## config.mk

```make
export PLATFORM = sky130hd
export DESIGN_NAME = per_sft_rst_seq
export DESIGN_NICKNAME = d
export VERILOG_FILES = /design/src/rtl/per_rst_pkg.sv /design/src/rtl/per_sft_rst_seq.sv
export SDC_FILE = /design/constraint.sdc
export NUM_CORES = 1
export LEC_CHECK = 0
export CAP_MARGIN = 20
export CORE_AREA = 2 2 39 41
export DETAILED_ROUTE_END_ITERATION = 6
export DIE_AREA = 0 0 41 43
export GPL_TIMING_DRIVEN = 0
export PLACE_DENSITY = 0.69
export SLEW_MARGIN = 20
export SYNTH_ARGS = -nofsm -noshare
export SYNTH_HDL_FRONTEND = slang
export SYNTH_SLANG_ARGS = --single-unit
```

## constraint.sdc

```tcl
create_clock -name i_clk -period 2.55 [get_ports i_clk]
set_input_delay 0.51 -clock i_clk [delete_from_list [all_inputs] [get_ports i_clk]]
set_output_delay 0.51 -clock i_clk [all_outputs]
set_load 0.03 [all_outputs]
```

## src/rtl/per_rst_pkg.sv

```systemverilog
// per_rst_pkg: shared state encoding and counter-width helper for the soft-reset sequencer.
package per_rst_pkg;
  typedef enum logic [1:0] {
    IDLE    = 2'd0,
    CLK_REQ = 2'd1,
    ASSERT  = 2'd2,
    RELEASE = 2'd3
  } state_e;
  function automatic int cnt_w(input int a, input int b, input int c);
    int m;
    m = (a > b) ? a : b;
    m = (m > c) ? m : c;
    return $clog2(m) + 1;
  endfunction
endpackage

```

## src/rtl/per_sft_rst_seq.sv

```systemverilog
// per_sft_rst_seq: turns the RCC software-reset bit into a clean, minimum-width sft_rst_n
// with the kernel clock forced on around the reset window.
module per_sft_rst_seq
  import per_rst_pkg::*;
#(
  parameter int SETTLE_CYCLES   = 2,
  parameter int MIN_RST_CYCLES  = 4,
  parameter int POST_RST_CYCLES = 2
) (
  input  logic i_clk,
  input  logic sys_rst_n,
  input  logic rcc_per_rst,
  input  logic per_ker_clk_req_in,
  output logic per_ker_clk_req,
  output logic sft_rst_n,
  output logic rst_busy,
  output logic rst_done
);
  localparam int CNT_W = cnt_w(SETTLE_CYCLES, MIN_RST_CYCLES, POST_RST_CYCLES);
  localparam logic [CNT_W-1:0] SET_LD  = CNT_W'((SETTLE_CYCLES > 0) ? SETTLE_CYCLES - 1 : 0);
  localparam logic [CNT_W-1:0] MIN_LD  = CNT_W'(MIN_RST_CYCLES - 1);
  localparam logic [CNT_W-1:0] POST_LD = CNT_W'(POST_RST_CYCLES - 1);
  localparam logic [CNT_W-1:0] ONE     = CNT_W'(1);
  state_e           state_q, state_d;
  logic [CNT_W-1:0] cnt_q, cnt_d;
  logic             sft_rst_n_q, sft_rst_n_d;
  logic             rst_busy_q, rst_busy_d;
  logic             rst_done_q, rst_done_d;
  logic             cnt_zero;
  assign cnt_zero = (cnt_q == '0);
  always_comb begin
    state_d     = state_q;
    cnt_d       = cnt_q;
    sft_rst_n_d = sft_rst_n_q;
    rst_done_d  = 1'b0;
    case (state_q)
      IDLE: begin
        if (rcc_per_rst) begin
          if (SETTLE_CYCLES == 0) begin
            state_d     = ASSERT;
            cnt_d       = MIN_LD;
            sft_rst_n_d = 1'b0;
          end else begin
            state_d = CLK_REQ;
            cnt_d   = SET_LD;
          end
        end
      end
      CLK_REQ: begin
        if (cnt_zero) begin
          state_d     = ASSERT;
          cnt_d       = MIN_LD;
          sft_rst_n_d = 1'b0;
        end else begin
          cnt_d = cnt_q - ONE;
        end
      end
      ASSERT: begin
        if (cnt_zero && !rcc_per_rst) begin
          state_d     = RELEASE;
          cnt_d       = POST_LD;
          sft_rst_n_d = 1'b1;
        end else begin
          cnt_d = cnt_zero ? cnt_q : cnt_q - ONE;
        end
      end
      RELEASE: begin
        // A fresh request here skips the settle phase: the clock is already running.
        if (rcc_per_rst) begin
          state_d     = ASSERT;
          cnt_d       = MIN_LD;
          sft_rst_n_d = 1'b0;
        end else if (cnt_zero) begin
          state_d    = IDLE;
          rst_done_d = 1'b1;
        end else begin
          cnt_d = cnt_q - ONE;
        end
      end
      default: begin
        state_d     = IDLE;
        cnt_d       = '0;
        sft_rst_n_d = 1'b1;
      end
    endcase
    rst_busy_d = (state_d != IDLE);
  end
  always_ff @(posedge i_clk or negedge sys_rst_n) begin
    if (!sys_rst_n) begin
      state_q     <= IDLE;
      cnt_q       <= '0;
      sft_rst_n_q <= 1'b1;
      rst_busy_q  <= 1'b0;
      rst_done_q  <= 1'b0;
    end else begin
      state_q     <= state_d;
      cnt_q       <= cnt_d;
      sft_rst_n_q <= sft_rst_n_d;
      rst_busy_q  <= rst_busy_d;
      rst_done_q  <= rst_done_d;
    end
  end
  assign per_ker_clk_req = per_ker_clk_req_in | (state_q != IDLE);
  assign sft_rst_n       = sft_rst_n_q;
  assign rst_busy        = rst_busy_q;
  assign rst_done        = rst_done_q;
endmodule

```

# After elaboration in Yosys (flattened, before gate mapping)
# Index checks and enable logic that the tools add are counted.
# W data, S select, Z words.
[classes]
n_eq_ne = 7
addsub = 1
bitwise = 1
reduce_logical = 8
mux = 19
[op_table]
columns = ["op", "count"]
rows = [
  ["$mux W3", 5],
  ["$pmux W3 S4", 1],
  ["$mux W2", 5],
  ["$ne A2 B2 Y1 const B", 4],
  ["$pmux W2 S4", 1],
  ["$mux W1", 6],
  ["$eq A2 B2 Y1 const B", 2],
  ["$reduce_and A4 Y1", 1],
  ["$reduce_bool A2 Y1", 2],
  ["$logic_not A3 Y1", 1],
  ["$pmux W1 S3", 1],
  ["$reduce_bool A3 Y1", 1],
  ["$sub A3 B1 Y3 const B", 1],
  ["$eq A2 B1 Y1 const B", 1],
  ["$logic_not A2 Y1", 1],
  ["$logic_and A1 B1 Y1", 1],
  ["$logic_not A1 Y1", 1],
  ["$or A1 B1 Y1", 1],
]
[totals]
wordCells = 41
regBits = 8
input_bits = 4
out_inout_bits = 4

# Logic depth before layout (Yosys ltp)
# Gate-level depths: netlist of run 1.
[depth]
depth_word = 5
ltp_mapped = 5
depth_no_buf = 5

# Least setup slack after synthesis of run 1
# No wires, ideal clock.
[synth_timing]
path_type = "reg2reg"
startpoint = "reg cnt_q[0]"
endpoint = "reg cnt_q[0]"
setup_time_ps = 139
path_slack_ps = 991
stages_incl_launch_ff = 6
required_ps = 2411
synth_period_minus_slack_ps = 1559
t_arrival_ps = 1420
path_buffers = 0
path_cell_list = "dfrtp_1 inv_1 ha_1 nor2b_2 nor3_1 or4_1"
[synth_via]
elab_chain_len = 4
word_cells_on_any_way = 8
classes_between = "1 x add/sub; 5 x mux; 2 x reduce/logical"
[synth_lines]
columns = ["element", "line_no", "rtl"]
rows = [
  ["start: declaration", "per_sft_rst_seq.sv:25", "logic [CNT_W-1:0] cnt_q, cnt_d;"],
  ["start signal: assignment", "per_sft_rst_seq.sv:97", "cnt_q <= cnt_d;"],
  ["$sub A3 B1 Y3 / $logic_not A3 Y1 (equally long branches)", "-", ""],
  ["$mux W3 / $logic_and A1 B1 Y1 (equally long branches)", "per_sft_rst_seq.sv:64, per_sft_rst_seq.sv:73, per_sft_rst_seq.sv:59", ""],
  ["$mux W3 (on tied branches)", "per_sft_rst_seq.sv:69, per_sft_rst_seq.sv:59", ""],
  ["$pmux W3 S4 *", "per_sft_rst_seq.sv:36", "case (state_q)"],
]
# Every way passes the cells marked *; elsewhere a longest branch is shown, timed or not.
# A chain may end at the register's enable or synchronous reset.

# Final worst setup path of run 1
[layout_timing]
startpoint = "reg state_q[1]"
endpoint = "out per_ker_clk_req"
[layout_via]
elab_chain_len = 2
[layout_lines]
columns = ["element", "line_no", "rtl"]
rows = [
  ["start: declaration", "per_sft_rst_seq.sv:24", "state_e state_q, state_d;"],
  ["start signal: assignment", "per_sft_rst_seq.sv:96", "state_q <= state_d;"],
  ["$reduce_bool A2 Y1", "per_sft_rst_seq.sv:103", "assign per_ker_clk_req = per_ker_clk_req_in | (state_q != IDLE);"],
  ["$or A1 B1 Y1", "per_sft_rst_seq.sv:103", ""],
  ["end: declaration", "per_sft_rst_seq.sv:14", "output logic per_ker_clk_req,"],
]
# No other way between the ends.

==> results of run 1 <==
[path summary, 6_finish.rpt]
| kind | end | slack [ns] | start | depth (start not counted) |
|---|---|---|---|---|
| max | per_ker_clk_req | 0.24 | state_q[1] | 3 |
| min | sft_rst_n | 0.49 | sft_rst_n | 1 |
| max reg2reg | cnt_q[0] | 0.78 | cnt_q[0] | 5 |
| min reg2reg | sft_rst_n | 0.49 | sft_rst_n | 1 |
| max in group asynchronous | sft_rst_n | 1.71 | sys_rst_n | 1 |
| min in group asynchronous | rst_done | 0.52 | sys_rst_n | 1 |
[cell type report]
cell class	count	area, sq um	area share [%]
Buffer	3	17.5	2.94
Multi-Input combinational cell	37	255	42.9
Tap cell	16	20.0	3.36
Clock buffer	4	26.3	4.41
Inverter	4	15.0	2.52
Sequential cell	8	201	33.8
Timing Repair Buffer	6	60.1	10.1
[through the flow]
step / util (%) / cells / hold slack, ns
after floorplan: - / 52 / 0.214
after global placement: 41.1 / 74 / 0.481
after detailed placement: 41.1 / 74 / 0.491
after CTS: 43.0 / 78 / 0.496
after global routing: 43.0 / 78 / 0.495
final: 43.0 / 78 / 0.494
[logic make-up (layout without fill, tap and decap cells)]
family	Yosys count	count (layout)	share of synthesized area (%)
buffers and inverters	7	17	6.65
AOI/OAI and AO/OA	15	15	22.0
DFF	8	8	41.2
and+or+nand+nor	20	20	25.1
adders and majority gates	2	2	5.11
[Yosys cell counts, drive strengths merged, types with 2 or more instances]
master / count / area share, %
dfrtp: 7 / 36
inv: 4 / 3.1
nor3: 4 / 4.1
buf: 3 / 3.6
a21o: 2 / 3.1
a21oi: 2 / 2.0
a311oi: 2 / 3.6
ha: 2 / 5.1
nand4: 2 / 2.6
nor2: 2 / 1.5
nor2b: 2 / 3.1
o21ai: 2 / 2.0
[flip-flops by register name, indices dropped and copies added, names as in the netlist]
| signal | flops |
|---|---|
| cnt_q | 3 |
| rst_busy | 1 |
| rst_done | 1 |
| sft_rst_n | 1 |
| state_q | 2 |
[per-layer routing]
layer,vias up,global-route usage [%],wire (microns)
li1,215,-,-
met1,203,18.9,451
met2,13,18.4,493
met3,3,4.71,38
met4,0,12.0,26
met5,-,0,0
[worst reg2reg max path, stage by stage (launching register included)]
cell and delay (ns):
dfrtp_1 0.43, inv_1 0.13, ha_1 0.23, nor2b_2 0.26, nor3_1 0.06, or4_1 0.53
[power groups by stage]
| stage | Sequential (mW) | Combinational, mW | Clock [mW] |
|---|---|---|---|
| final | 0.240 | 0.396 | 0.112 |
| after detailed placement | 0.243 | 0.397 | 0 |
| after global routing | 0.249 | 0.445 | 0.124 |
| after CTS | 0.240 | 0.399 | 0.115 |
| after global placement | 0.238 | 0.389 | 0 |
| after floorplan | 0.259 | 0.274 | 0 |
==> impl_metrics.py, run 1 <==
metrics = {
    "outcome": {
        "status": "completed",
    },
    "synth": {
        "synth_seq_area_share_pct": 41.2,
        "synthArstFlopShare_pct": 100,
        "synth_fp_nets": 58,
        "ys_warn_count": 0,
        "ys.flop_type": "dfrtp_1",
        "syn_avg_cell_area_sq_um": 9.41,
        "netlist_area_sq_um": 489,
        "synthCells": 52,
        "synth_seq_cells": 8,
        "synth_edf_count": 0,
        "ys_types": 32,
    },
    "cells_and_area": {
        "layout_common_cells": "dfrtp_1, clkdlybuf4s50_1, inv_1, nor3_1, clkbuf_4",
        "area_delta_synth_final_pct": 21.7,
        "drive_gt1_share_pct": 14.5,
        "final_area_sq_um": 596,
        "antenna_cells": 0,
        "mostFrequentLayoutCell": "dfrtp_1",
        "nets": 69,
        "fillers": 141,
    },
    "worst_setup_path": {
        "startpoint_type": "flip-flop",
        "cp-end-kind": "output pin",
        "worstPathCellList": "buf_2 > or3_1 > clkdlybuf4s50_1",
        "crit_type": "reg2out",
        "cp_slowest_cell": "clkdlybuf4s50_1",
        "cp.required_ns": 2.04,
        "cp_max_fo": 10,
        "crit_family": "buffers and inverters",
        "path_buf_inv": 2,
        "max_stage_delay_ns": 0.59,
        "cp.arrival_ns": 1.80,
    },
    "clock_tree": {
        "clockBufferDepth": 2,
        "root_buffer": "clkbuf_4",
        "cts_tree": "yes",
        "ctsResizeCount": 0,
        "cts_buffers": 3,
        "clock_latency_ns": 0.27,
        "clock-sinks": 8,
        "htreeDepth": 1,
        "post-cts-setup-buffer-count": 0,
        "clk_pin_slew_worst_paths_ns": 0.07,
        "hold_buffers": 0,
    },
    "pwr": {
        "sw_frac_of_total_pct": 42.7,
        "power_density_nw_per_um2": 1260,
        "p_leak_nw": 0.253,
        "p_int_mw": 0.429,
        "comb_power_share_pct": 52.9,
        "power_mw": 0.748,
        "switchingPower_mw": 0.319,
        "power_frac_seq_pct": 32.1,
        "max-vdd-ir-drop_mv": 0.318,
        "pwr-share-clk_pct": 15.0,
    },
    "timing": {
        "min_period_over_period_pct": 90.7,
        "setup_violations": 0,
        "max_freq_ghz": 0.432,
        "slew_viol_final": 0,
        "fin_setup_tns_ns": 0,
        "relSlewSlack_pct": 75.0,
        "tightest_slew_ns": 0.373,
        "min_period_ns": 2.31,
        "rsz0062_at_grt": "no",
        "hold_violations": 0,
        "setup_slack_ns": 0.236,
        "skew_ns": 0.00875,
    },
    "die": {
        "ios": 8,
        "row_count": 14,
        "chipWidth_microns": 41,
        "die_h_microns": 43,
        "dieArea_sq_um": 1760,
        "initial_core_util_pct": 35.4,
        "fp.coreArea_sq_um": 1380,
    },
    "placement": {
        "hpwl_microns": 729,
        "pre_cts_slack_ns": 0.238,
        "place_area_sq_um": 569,
        "gp_congestion": 0.781,
        "port-buffer-count": 6,
    },
    "grt": {
        "antenna_found_initial": 0,
        "grt.overflow.total": 0,
        "grt_pass1_vias": 378,
        "grt_pass1_wl_microns": 1630,
        "grt_usage_pct": 14.5,
        "grt_max_degree": 11,
    },
    "job": {
        "drv_cap": 0,
    },
    "routing": {
        "wl_microns": 1010,
        "drt-pass1-iter-count": 4,
        "viasPerCell": 5.56,
        "drt_iter0_markers": 4,
        "routedWlPerCell_microns": 12.9,
        "vias": 434,
        "drc": 0,
        "postRouteAntennaNets": 0,
    },
    "worst_hold_path": {
        "min_path_type": "reg2reg",
    },
}
No activity file was read; power rests on OpenSTA's default activity.
==> run 2: changes to the inputs <==
CTS_CLUSTER_SIZE = 14   (was not set)
==> results of run 2 <==
Final layout, timing and power as in run 1 (identical DEF).
==> run 3: changes to the inputs <==
CTS_CLUSTER_DIAMETER = 40   (was not set)
==> results of run 3 <==
Final layout, timing and power as in run 1 (identical DEF).
